<file path="config.mk">
export PLATFORM = sky130hd
export DESIGN_NAME = wb_trace_buffer
export DESIGN_NICKNAME = d
export VERILOG_FILES = /design/src/rtl/trace_pkg.sv /design/src/rtl/trace_fifo_mem.sv /design/src/rtl/wb_trace_buffer.sv
export SDC_FILE = /design/constraint.sdc
export NUM_CORES = 1
export LEC_CHECK = 0
export CORE_MARGIN = 4
export CORE_UTILIZATION = 41
export CTS_CLUSTER_SIZE = 12
export DETAILED_ROUTE_END_ITERATION = 8
export HOLD_SLACK_MARGIN = 0.06
export PLACE_DENSITY_LB_ADDON = 0.12
export SETUP_SLACK_MARGIN = 0.4
export SLEW_MARGIN = 30
export SYNTH_ARGS = -nofsm -noshare
export SYNTH_HDL_FRONTEND = slang
export SYNTH_SLANG_ARGS = --single-unit
</file>
<file path="constraint.sdc">
create_clock -name clk -period 14.1 [get_ports clk]
set_input_delay 2.115 -clock clk [delete_from_list [all_inputs] [get_ports clk]]
set_output_delay 2.115 -clock clk [all_outputs]
set_load 0.01 [all_outputs]
</file>
<file path="src/rtl/trace_pkg.sv">
// Shared types for the write-trace buffer.
// Entries are packed as {kind, pc, addr, data}.
package trace_pkg;

  localparam logic EV_GRF = 1'b0;
  localparam logic EV_DM = 1'b1;
  localparam int TRACE_W = 97;

  typedef struct packed {
    logic        kind;
    logic [31:0] pc;
    logic [31:0] addr;
    logic [31:0] data;
  } trace_t;

endpackage

</file>
<file path="src/rtl/trace_fifo_mem.sv">
// Trace entry storage: one write port, async read.
// Contents are not reset; validity lives in the pointer logic.
module trace_fifo_mem
  import trace_pkg::*;
#(
  parameter int DEPTH = 16,
  localparam int AW = $clog2(DEPTH)
) (
  input  logic          clk,
  input  logic          we,
  input  logic [AW-1:0] waddr,
  input  trace_t        wdata,
  input  logic [AW-1:0] raddr,
  output trace_t        rdata
);

  trace_t mem [DEPTH];

  always_ff @(posedge clk) begin
    if (we) mem[waddr] <= wdata;
  end

  assign rdata = mem[raddr];

endmodule

</file>
<file path="src/rtl/wb_trace_buffer.sv">
// Buffers GRF/DM write events from the core for the checker.
// Overflow drops new events, never overwrites queued ones.
module wb_trace_buffer
  import trace_pkg::*;
#(
  parameter int DEPTH = 16,
  parameter bit DROP_ZERO = 1'b1,
  localparam int AW = $clog2(DEPTH),
  localparam int CW = AW + 1
) (
  input  logic          clk,
  input  logic          reset,
  input  logic          flush,
  input  logic          ev_valid,
  input  logic          ev_kind,
  input  logic [31:0]   ev_pc,
  input  logic [31:0]   ev_addr,
  input  logic [31:0]   ev_data,
  output logic          out_valid,
  input  logic          out_ready,
  output logic          out_kind,
  output logic [31:0]   out_pc,
  output logic [31:0]   out_addr,
  output logic [31:0]   out_data,
  output logic [CW-1:0] count,
  output logic          overflow,
  output logic [15:0]   drop_cnt
);

  localparam logic [CW-1:0] FULL_CNT = CW'(DEPTH);

  logic [AW-1:0] wptr;
  logic [AW-1:0] rptr;
  logic [CW-1:0] cnt;
  trace_t        wentry;
  trace_t        head;
  logic          filtered;
  logic          push_req;
  logic          full;
  logic          pop;
  logic          push;
  logic          drop;

  assign wentry = '{kind: ev_kind, pc: ev_pc,
                    addr: ev_addr, data: ev_data};

  assign filtered = DROP_ZERO && (ev_kind == EV_GRF)
                    && (ev_addr == 32'd0);
  assign push_req = ev_valid && !filtered;
  assign full = (cnt == FULL_CNT);
  assign out_valid = (cnt != '0);
  assign pop = out_valid && out_ready && !flush;
  // A pop frees the slot the same-cycle push lands in.
  assign push = push_req && !flush && (!full || pop);
  assign drop = push_req && !flush && full && !pop;

  trace_fifo_mem #(.DEPTH(DEPTH)) u_mem (
    .clk   (clk),
    .we    (push),
    .waddr (wptr),
    .wdata (wentry),
    .raddr (rptr),
    .rdata (head)
  );

  always_ff @(posedge clk or negedge reset) begin
    if (!reset) begin
      wptr <= '0;
      rptr <= '0;
      cnt  <= '0;
    end else if (flush) begin
      wptr <= '0;
      rptr <= '0;
      cnt  <= '0;
    end else begin
      if (push) wptr <= wptr + AW'(1);
      if (pop) rptr <= rptr + AW'(1);
      if (push && !pop) cnt <= cnt + CW'(1);
      else if (pop && !push) cnt <= cnt - CW'(1);
    end
  end

  always_ff @(posedge clk or negedge reset) begin
    if (!reset) begin
      overflow <= 1'b0;
      drop_cnt <= '0;
    end else if (drop) begin
      overflow <= 1'b1;
      if (drop_cnt != 16'hFFFF) drop_cnt <= drop_cnt + 16'd1;
    end
  end

  // Gate so reset zeroes the fields without resetting storage.
  assign out_kind = out_valid & head.kind;
  assign out_pc   = out_valid ? head.pc : '0;
  assign out_addr = out_valid ? head.addr : '0;
  assign out_data = out_valid ? head.data : '0;
  assign count    = cnt;

endmodule

</file>
; Word-level counts from Yosys, hierarchy flattened
; Memory sizes are Yosys's and may differ from the RTL's.
; Index checks and enable logic that the tools add are counted.
[op_classes]
n_eq_ne = 2
addsub = 5
n_reduce_logical = 22
n_mux = 12
bitwise_logic = 2
[ops]
columns = operator, count
row1 = $mux W32, 3
row2 = $logic_not A32 Y1, 1
row3 = $add A16 B1 Y16 const B, 1
row4 = $mux W4, 4
row5 = $ne A16 B16 Y1 const B, 1
row6 = $mux W5, 3
row7 = $logic_and A1 B1 Y1, 10
row8 = $add A4 B1 Y4 const B, 2
row9 = $add A5 B1 Y5 const B, 1
row10 = $eq A5 B5 Y1 const B, 1
row11 = $logic_not A1 Y1, 5
row12 = $reduce_bool A5 Y1, 1
row13 = $sub A5 B1 Y5 const B, 1
row14 = $reduce_bool A2 Y1, 2
row15 = $reduce_bool A3 Y1, 1
row16 = $mux W1, 2
row17 = $reduce_and A2 Y1, 1
row18 = $and A1 B1 Y1, 1
row19 = $logic_or A1 B1 Y1, 1
row20 = $not A1 Y1, 1
[word_totals]
regBits = 30
input_bits = 102
wordCells = 49
memories = 1
ram_bits = 1552
[memory_table]
columns = name, words, width, read_ports, rd_ports_with_merged_regs, write_ports, line_no
row1 = u_mem.mem, 16, 97, 1, 0, 1, trace_fifo_mem.sv:17  ; trace_t mem [DEPTH];

; Longest topological paths before layout
; Gate-level depths: netlist (run 1).
[depth]
depth_word = 11
mapped_depth = 9
ltp_nobuf = 9

; By module
; Synthesis (run 1) repeated with hierarchy kept, for this count alone.
[unflattened]
hier_cells = 2667
hier_area_um2 = 60287.8
[modules_own_cells]
columns = module, cells_per_inst, n_inst, area_each_um2, seq_area_each_um2
row1 = trace_fifo_mem, 2387, 1, 57926.8, 46604.7
row2 = wb_trace_buffer, 280, 1, 2361.0, 750.7

; Worst setup path before layout (run 1)
; OpenSTA, ideal clock, no wires.
[synth_timing]
path_kind = in2reg
start = input port flush
end = memory u_mem.mem[5][0] in the netlist's numbering (enable)
setup_time_ps = 825
required_time_ps = 13275
t_arrival_ps = 13096
path_slack_ps = 179
path_stages = 6
path_cell_list = clkbuf_1 > nand2b_1 > a31oi_1 > clkbuf_1 > nand2_1 > nor4b_1
[synth_between]
elab_chain_cells = 6
elab_cells_between_ends = 7
[synth_lines]
columns = item, line_no
row1 = "start, declared", wb_trace_buffer.sv:13  ; input logic flush,
row2 = $logic_not A1 Y1 (*), "wb_trace_buffer.sv:52, wb_trace_buffer.sv:54"
row3 = $logic_and A1 B1 Y1, wb_trace_buffer.sv:52  ; assign pop = out_valid && out_ready && !flush;
row4 = $logic_or A1 B1 Y1, wb_trace_buffer.sv:54  ; assign push = push_req && !flush && (!full || pop);
row5 = $logic_and A1 B1 Y1 (*), wb_trace_buffer.sv:54
row6 = $mux W1 (*), trace_fifo_mem.sv:20  ; if (we) mem[waddr] <= wdata;
row7 = $mux W1 (implied by the code) (*), trace_fifo_mem.sv:20
row8 = "end, declared", trace_fifo_mem.sv:17
; Every way passes the cells marked *; elsewhere a longest branch is shown, timed or not.

; Worst setup path in the final report (run 1)
[layout_timing]
start = register rptr[0]
end = output port out_pc[10]
[layout_between]
elab_chain_cells = 2
[layout_lines]
columns = item, line_no
row1 = "start, declared", wb_trace_buffer.sv:33  ; logic [AW-1:0] rptr;
row2 = "start signal, assigned", wb_trace_buffer.sv:77  ; if (pop) rptr <= rptr + AW'(1);
row3 = $mem_v2 Z16 W97, n/a
row4 = $mux W32, wb_trace_buffer.sv:95  ; assign out_pc = out_valid ? head.pc : '0;
row5 = "end, declared", wb_trace_buffer.sv:22  ; output logic [31:0] out_pc,
; Every way passes these cells.

==> impl_results.md, run 1 <==
* Number of nets at the end of the flow at 2,913
* Top library cells by usage in the layout, fill and taps aside: edfxtp_1 (1,552), mux4_2 (485), clkdlybuf4s50_1 (221), clkbuf_16 (177), and2_1 (98)
* FP Rows at 140
* H-tree levels at 4
* Setup repair after global routing missed its margin: false
* Highest Clock Rate at 136.8 MHz
* Routability Congestion at 0.7139
* Sinks on the clock net at 1,582
* Length of the first detailed-routing pass in iterations at 5
* Cell types occupying the most area after synthesis: edfxtp_1 (77%), mux4_2 (18%), dfrtp_1 (1.2%), and2_1 (1.0%), clkbuf_1 (0.43%)
* Setup crit end: out_pc[10]
* Worst hold-check path type: register to register
* CP max FO at 64
* Cell Chain, Critical Path: buf_6, buf_12, buf_16, mux4_2, mux4_2, and2_1, clkdlybuf4s50_1
* Capture instance of the worst register-to-register path: u_mem.mem[14][91]
* Sum of internal, switching and leakage power at 12.03 mW
* R2R cell count at 6
* Crit path top cell by count: mux4_2
* Antenna violations before repair at 21
* Met1 Wirelength at 62,160 µm
* Share of Yosys cell area claimed by the top area cell type at 76.79%
* Area of the die at 154,300 µm²
* Slack of the worst reg-to-reg path at 9.85 ns
* Post-synthesis area per instance at 24.62 µm²
* Antenna Violating Nets Remaining at 0
* Die extent in y at 392.8 µm
* Start of the worst register-to-register path: count[2]
* Final WL at 146,800 µm
* Setup crit start: rptr[0]
* PostCTS Resize Cnt at 0
* Synthesized netlist cell count at 2,465
* Worst-case headroom to the max-slew limit at 34.84%
* Number of buffers added for setup after CTS at 0
* Sequential cell area in the final layout at 47,370 µm²
* Clk Latency, worst-skew pair at 0.77 ns
* Post-route DRC violation count at 0
* Wire length on met2 at 73,970 µm
* Hold violation total from the final report at 0
* Master of the slowest instance on the critical path: dfrtp_4
* Data arrival at the endpoint of the critical path at 5.19 ns
* Leading cell type in the layout, fill and taps excluded: edfxtp_1
* Largest area contributor in the netlist: edfxtp_1
* Aggregate negative setup slack at 0 ns
* WL met3 at 7751 µm
* Share of cells above drive strength 1 at 27.14%
* Clock tree skew after final layout at 0.02707 ns
* Root Buffer: clkbuf_16
* Pin slew with the least headroom to its limit at 0.9775 ns
* Count of flip-flops with a built-in enable after synthesis at 1,552
* Cts-stage hold buffer count at 0
* Via count of the first global-routing pass at 29,480
* Async set-or-reset flop fraction in the synthesized netlist at 1.896%
* Final clock period utilization by the worst path at 51.83%
* Critical path's largest stage delay at 0.89 ns
* Area Growth Syn to Fin at 16.56%
* TritonCTS buffer count at 170
* Register area share after synthesis at 78.02%
* Floorplan Core Area at 146,400 µm²
* Total GRT Usage at 19.21%
* Crit path launch type: register
* Largest net degree at the start of global routing at 112
* Number of slew-limit violations in the final report at 0
* Final setup vio count at 0
* Netlist area before placement at 60,690 µm²
* Post-route minimum period at 7.308 ns
* Wire length per cell after detailed routing at 30.25 µm
* Width of the die at 392.8 µm
* Placed wire-length estimate after detailed placement at 79,190 µm
* Highest metal layer with signal wires: met5
* Number of buffers inserted by port buffering at 221
* Primary FF master, synth: edfxtp_1
* Power per cell area at 170.0 nW/µm²
* VDD IR-drop max at 121.0 µV
* Final global-route overflow total at 0
* Number of different library cells in the post-synthesis netlist at 48
* Post-route standard cell area excluding fillers at 70,740 µm²
* Classification of the worst setup path: register to output pin
* Endpoint class of the critical path: output pin
* TritonCTS clock tree: done
* Clock-pin transition on the worst setup and hold timing paths at 0.06 ns
* Outcome: complete, no violations
* Number of maximum-capacitance violations at 0
* Worst path depth at 7
* Starting density of the core at 41.45%
* DRC violation total after the first TritonRoute iteration at 2,047
* Filler Cell Count at 11,810
* Number of vias per cell at 5.629
* Required time of the critical path at 11.98 ns
* Footprint of the multi-input gates at 12,840 µm²
* Synth Warn # at 0
* Critical path buffer and inverter count at 4
* Area of placed instances at 65,460 µm²
* # IOs at 222
* Flops & latches, synth at 1,582
* Leakage power total at 21.41 nW
* Worst Min Path Start: drop_cnt[10]
* DR vias at 27,320
* Clock buffer depth at 3
* Post-synthesis net count at 2,578
* Global-route wire length before repair at 211,900 µm
* Critical path's top delay family: buffers and inverters
* Worst Hold Margin at 0.4980 ns
[sequential cells by signal (all words and copies together), names as in the netlist]
| signal | count |
|---|---|
| u_mem.mem | 1552 |
| drop_cnt | 16 |
| count | 5 |
| rptr | 4 |
| wptr | 4 |
| overflow | 1 |
[cell usage after synthesis, drive strengths merged (2+ instances only)]
| cell type | n |
|---|---|
| a211oi | 2 |
| dfrtp | 30 |
| a211o | 2 |
| nor3 | 7 |
| xor2 | 4 |
| edfxtp | 1552 |
| mux2i | 2 |
| mux4 | 485 |
| buf | 55 |
| a311oi | 2 |
| nand3 | 20 |
| inv | 6 |
| a21o | 4 |
| o211ai | 3 |
| ha | 10 |
| nor2b | 2 |
| nand2 | 11 |
| and4 | 3 |
| mux2 | 3 |
| xnor2 | 14 |
| nand2b | 4 |
| o21ai | 2 |
| nor2 | 12 |
| nand4 | 10 |
| nor4 | 10 |
| and3b | 4 |
| clkbuf | 70 |
| and3 | 13 |
| o31ai | 4 |
| and2 | 98 |
| a21oi | 11 |
[where the power goes]
part / switching, mW / internal, mW
clock: 1.74 / 2.43
sequential: 0.0651 / 5.25
combinational: 1.22 / 1.32
total: 3.03 / 9.00
[cell type report]
type | count | area share (%)
sequential | 1582 | 66.96
multi-input combinational | 752 | 18.16
clock buffer | 230 | 6.571
timing repair buffer | 288 | 4.100
tap | 1917 | 3.391
clock inverter | 75 | 0.7747
inverter | 6 | 0.03184
antenna | 4 | 0.01415
[per-layer routing]
metal  up-vias  track usage, %
li1      11360               -
met1     15020           26.12
met2       732           32.07
met3       209           3.913
met4         6           4.657
met5         -               0
[cells by family (layout without fill, tap and decap cells)]
kind of cell | Yosys count | after routing | synth area share, %
flops | 1582 | 1582 | 78.02
mux | 490 | 490 | 18.09
simple gates | 196 | 196 | 1.936
buf+inv | 131 | 599 | 1.025
compound gates | 37 | 37 | 0.4309
xor+xnor | 18 | 18 | 0.2597
fa+ha+maj | 11 | 11 | 0.2391
other cells | 0 | 4 | 0
[metrics by stage]
step           setup WS (ns)  utilization [%]  cells
2_1_floorplan          3.630                -   2465
3_3_place_gp           6.596            44.59   4537
3_5_place_dp           6.649            44.70   4543
4_1_cts                6.265            48.25   4848
5_1_grt                6.309            48.30   4851
6_report               6.792            48.31   4854
[how the worst min path moves through the flow]
stage                   endpoint  slack, ns  depth (start not counted)
floorplan                wptr[0]       0.49                          1
global placement    drop_cnt[10]       0.49                          1
detailed placement  drop_cnt[10]       0.49                          1
CTS                 drop_cnt[10]       0.50                          1
global route        drop_cnt[10]       0.51                          1
finish              drop_cnt[10]       0.50                          1
Power figures use the tool's default switching activity.
==> run 2, diff against run 1 <==
==> constraint.sdc (replaced) <==
create_clock -name clk -period 6.2 [get_ports clk]
set_input_delay 0.93 -clock clk [delete_from_list [all_inputs] [get_ports clk]]
set_output_delay 0.93 -clock clk [all_outputs]
set_load 0.01 [all_outputs]
==> impl_results.md, run 2 (synthesis results as in run 1) <==
* FP Rows at 140
* Leakage power total at 21.49 nW
* Post-route DRC violation count at 0
* Floorplan Core Area at 146,400 µm²
* Sequential cell area in the final layout at 47,370 µm²
* Number of buffers added for setup after CTS at 0
* CP max FO at 35
* Area of the die at 154,300 µm²
* Critical path's largest stage delay at 0.97 ns
* Met1 track demand over resource at 26.41%
* Crit path top cell by count: mux4_2
* Number of slew-limit violations in the final report at 0
* Clk Latency, worst-skew pair at 0.79 ns
* # IOs at 222
* Worst hold-check path type: register to register
* Via count of the first global-routing pass at 29,450
* GR met2 Demand/Resource at 31.67%
* TritonCTS buffer count at 170
* Final WS setup at 1.143 ns
* PostCTS Resize Cnt at 0
* Inst Count DP at 4,557
* Footprint of the multi-input gates at 12,840 µm²
* Worst setup timing slack at the placement stage at 1.234 ns
* Outcome: complete, no violations
* Wire length per cell after detailed routing at 30.43 µm
* Filler Cell Count at 11,770
* DRC violation total after the first TritonRoute iteration at 2,392
* Largest net degree at the start of global routing at 79
* Clock buffer depth at 3
* Routability Congestion at 0.7687
* Number of maximum-capacitance violations at 0
* Width of the die at 392.8 µm
* Cts-stage hold buffer count at 0
* Post-route minimum period at 5.057 ns
* VDD IR-drop max at 267.3 µV
* Busiest metal layer after global routing: met2
* Starting density of the core at 41.45%
* Die extent in y at 392.8 µm
* Classification of the worst setup path: register to output pin
* GR met3 Demand/Resource at 4.637%
* Sinks on the clock net at 1,582
* Critical path buffer and inverter count at 2
* Fin cells at 4,866
* Data arrival at the endpoint of the critical path at 4.13 ns
* Placed wire-length estimate after detailed placement at 80,110 µm
* Critical path's top delay family: multiplexers
* Number of nets at the end of the flow at 2,925
* Total GRT Usage at 19.39%
* Final WL at 148,100 µm
* Master of the slowest instance on the critical path: dfrtp_4
* Crit path launch type: register
* Final clock period utilization by the worst path at 81.56%
* Area Growth Syn to Fin at 17.09%
* Clock tree skew after final layout at 0.02591 ns
* Register name with the most flops: u_mem.mem
* Endpoint class of the critical path: output pin
* Global-route wire length before repair at 213,000 µm
* Share of cells above drive strength 1 at 27.41%
* Clock-pin transition on the worst setup and hold timing paths at 0.06 ns
* Setup repair after global routing missed its margin: false
* Required time of the critical path at 5.27 ns
* Aggregate negative setup slack at 0 ns
* Number of vias per cell at 5.686
* Cell Chain, Critical Path: buf_4, mux4_2, mux4_2, and2_1, clkdlybuf4s50_1
* Final setup vio count at 0
* Root Buffer: clkbuf_16
* Number of buffers inserted by port buffering at 221
* Length of the first detailed-routing pass in iterations at 5
* Worst-case headroom to the max-slew limit at 35.15%
* TritonCTS clock tree: done
* Top library cells by usage in the layout, fill and taps aside: edfxtp_1 (1,552), mux4_2 (485), clkdlybuf4s50_1 (221), clkbuf_16 (172), and2_1 (98)
* H-tree levels at 4
* DR vias at 27,670
* Pin slew with the least headroom to its limit at 0.9728 ns
* Antenna Violating Nets Remaining at 0
* Final global-route overflow total at 0
* Leading cell type in the layout, fill and taps excluded: edfxtp_1
* Power per cell area at 383.5 nW/µm²
* Antenna violations before repair at 18
* Hold violation total from the final report at 0
* Highest Clock Rate at 197.8 MHz
* Flip-flop count of the largest register, all copies and words added at 1,552
[run 2: final timing paths]
check	start	endpoint	slack (ns)	cells after the start
max in group asynchronous	reset	rptr[0]	5.26	2
worst min-delay path	drop_cnt[10]	drop_cnt[10]	0.51	1
worst max-delay path	rptr[0]	out_pc[30]	1.14	5
worst min register to register	drop_cnt[10]	drop_cnt[10]	0.51	1
worst max register to register	count[3]	count[4]	2.72	10
min in group asynchronous	reset	drop_cnt[6]	0.57	2
[run 2: worst register-to-register path: stages, from the launching register on]
cell       delay [ns]
dfrtp_1          0.47
nor4_4           0.57
mux2i_1          0.37
o311ai_1         0.19
buf_4            0.21
fa_1             0.41
a21o_1           0.21
a2111oi_0        0.52
nand4_1          0.18
a21oi_1          0.18
a211o_1          0.11
[run 2: where the power goes]
group	leakage [nW]	internal (mW)	switching, mW
logic	4.62	3.04	2.81
registers	14.4	11.9	0.172
clock network	2.48	5.27	4.03
[run 2: final cells by class]
cell class / instances / share of cell area, %
multi-input combinational: 752 / 18.07
clock buffer: 220 / 6.310
clock inverter: 80 / 0.8504
timing repair buffer: 300 / 4.674
sequential: 1582 / 66.65
antenna: 9 / 0.03169
tap: 1917 / 3.375
inverter: 6 / 0.03169
[run 2: through the flow]
stage               utilization, %  instance area (µm²)  hold slack, ns  power (mW)
floorplan                        -                60720          0.4930       15.77
global placement             45.00                65890          0.4871       18.29
detailed placement           45.04                65950          0.4950       18.34
CTS                          48.51                71040          0.5114       27.71
global route                 48.52                71050          0.5225       28.43
finish                       48.53                71070          0.5118       27.26
[run 2: metal layers]
layer  vias up  wire length [µm]
li1      11380                 -
met1     15210             62100
met2       837             73080
met3       226              9539
met4        14              3221
met5         -               109
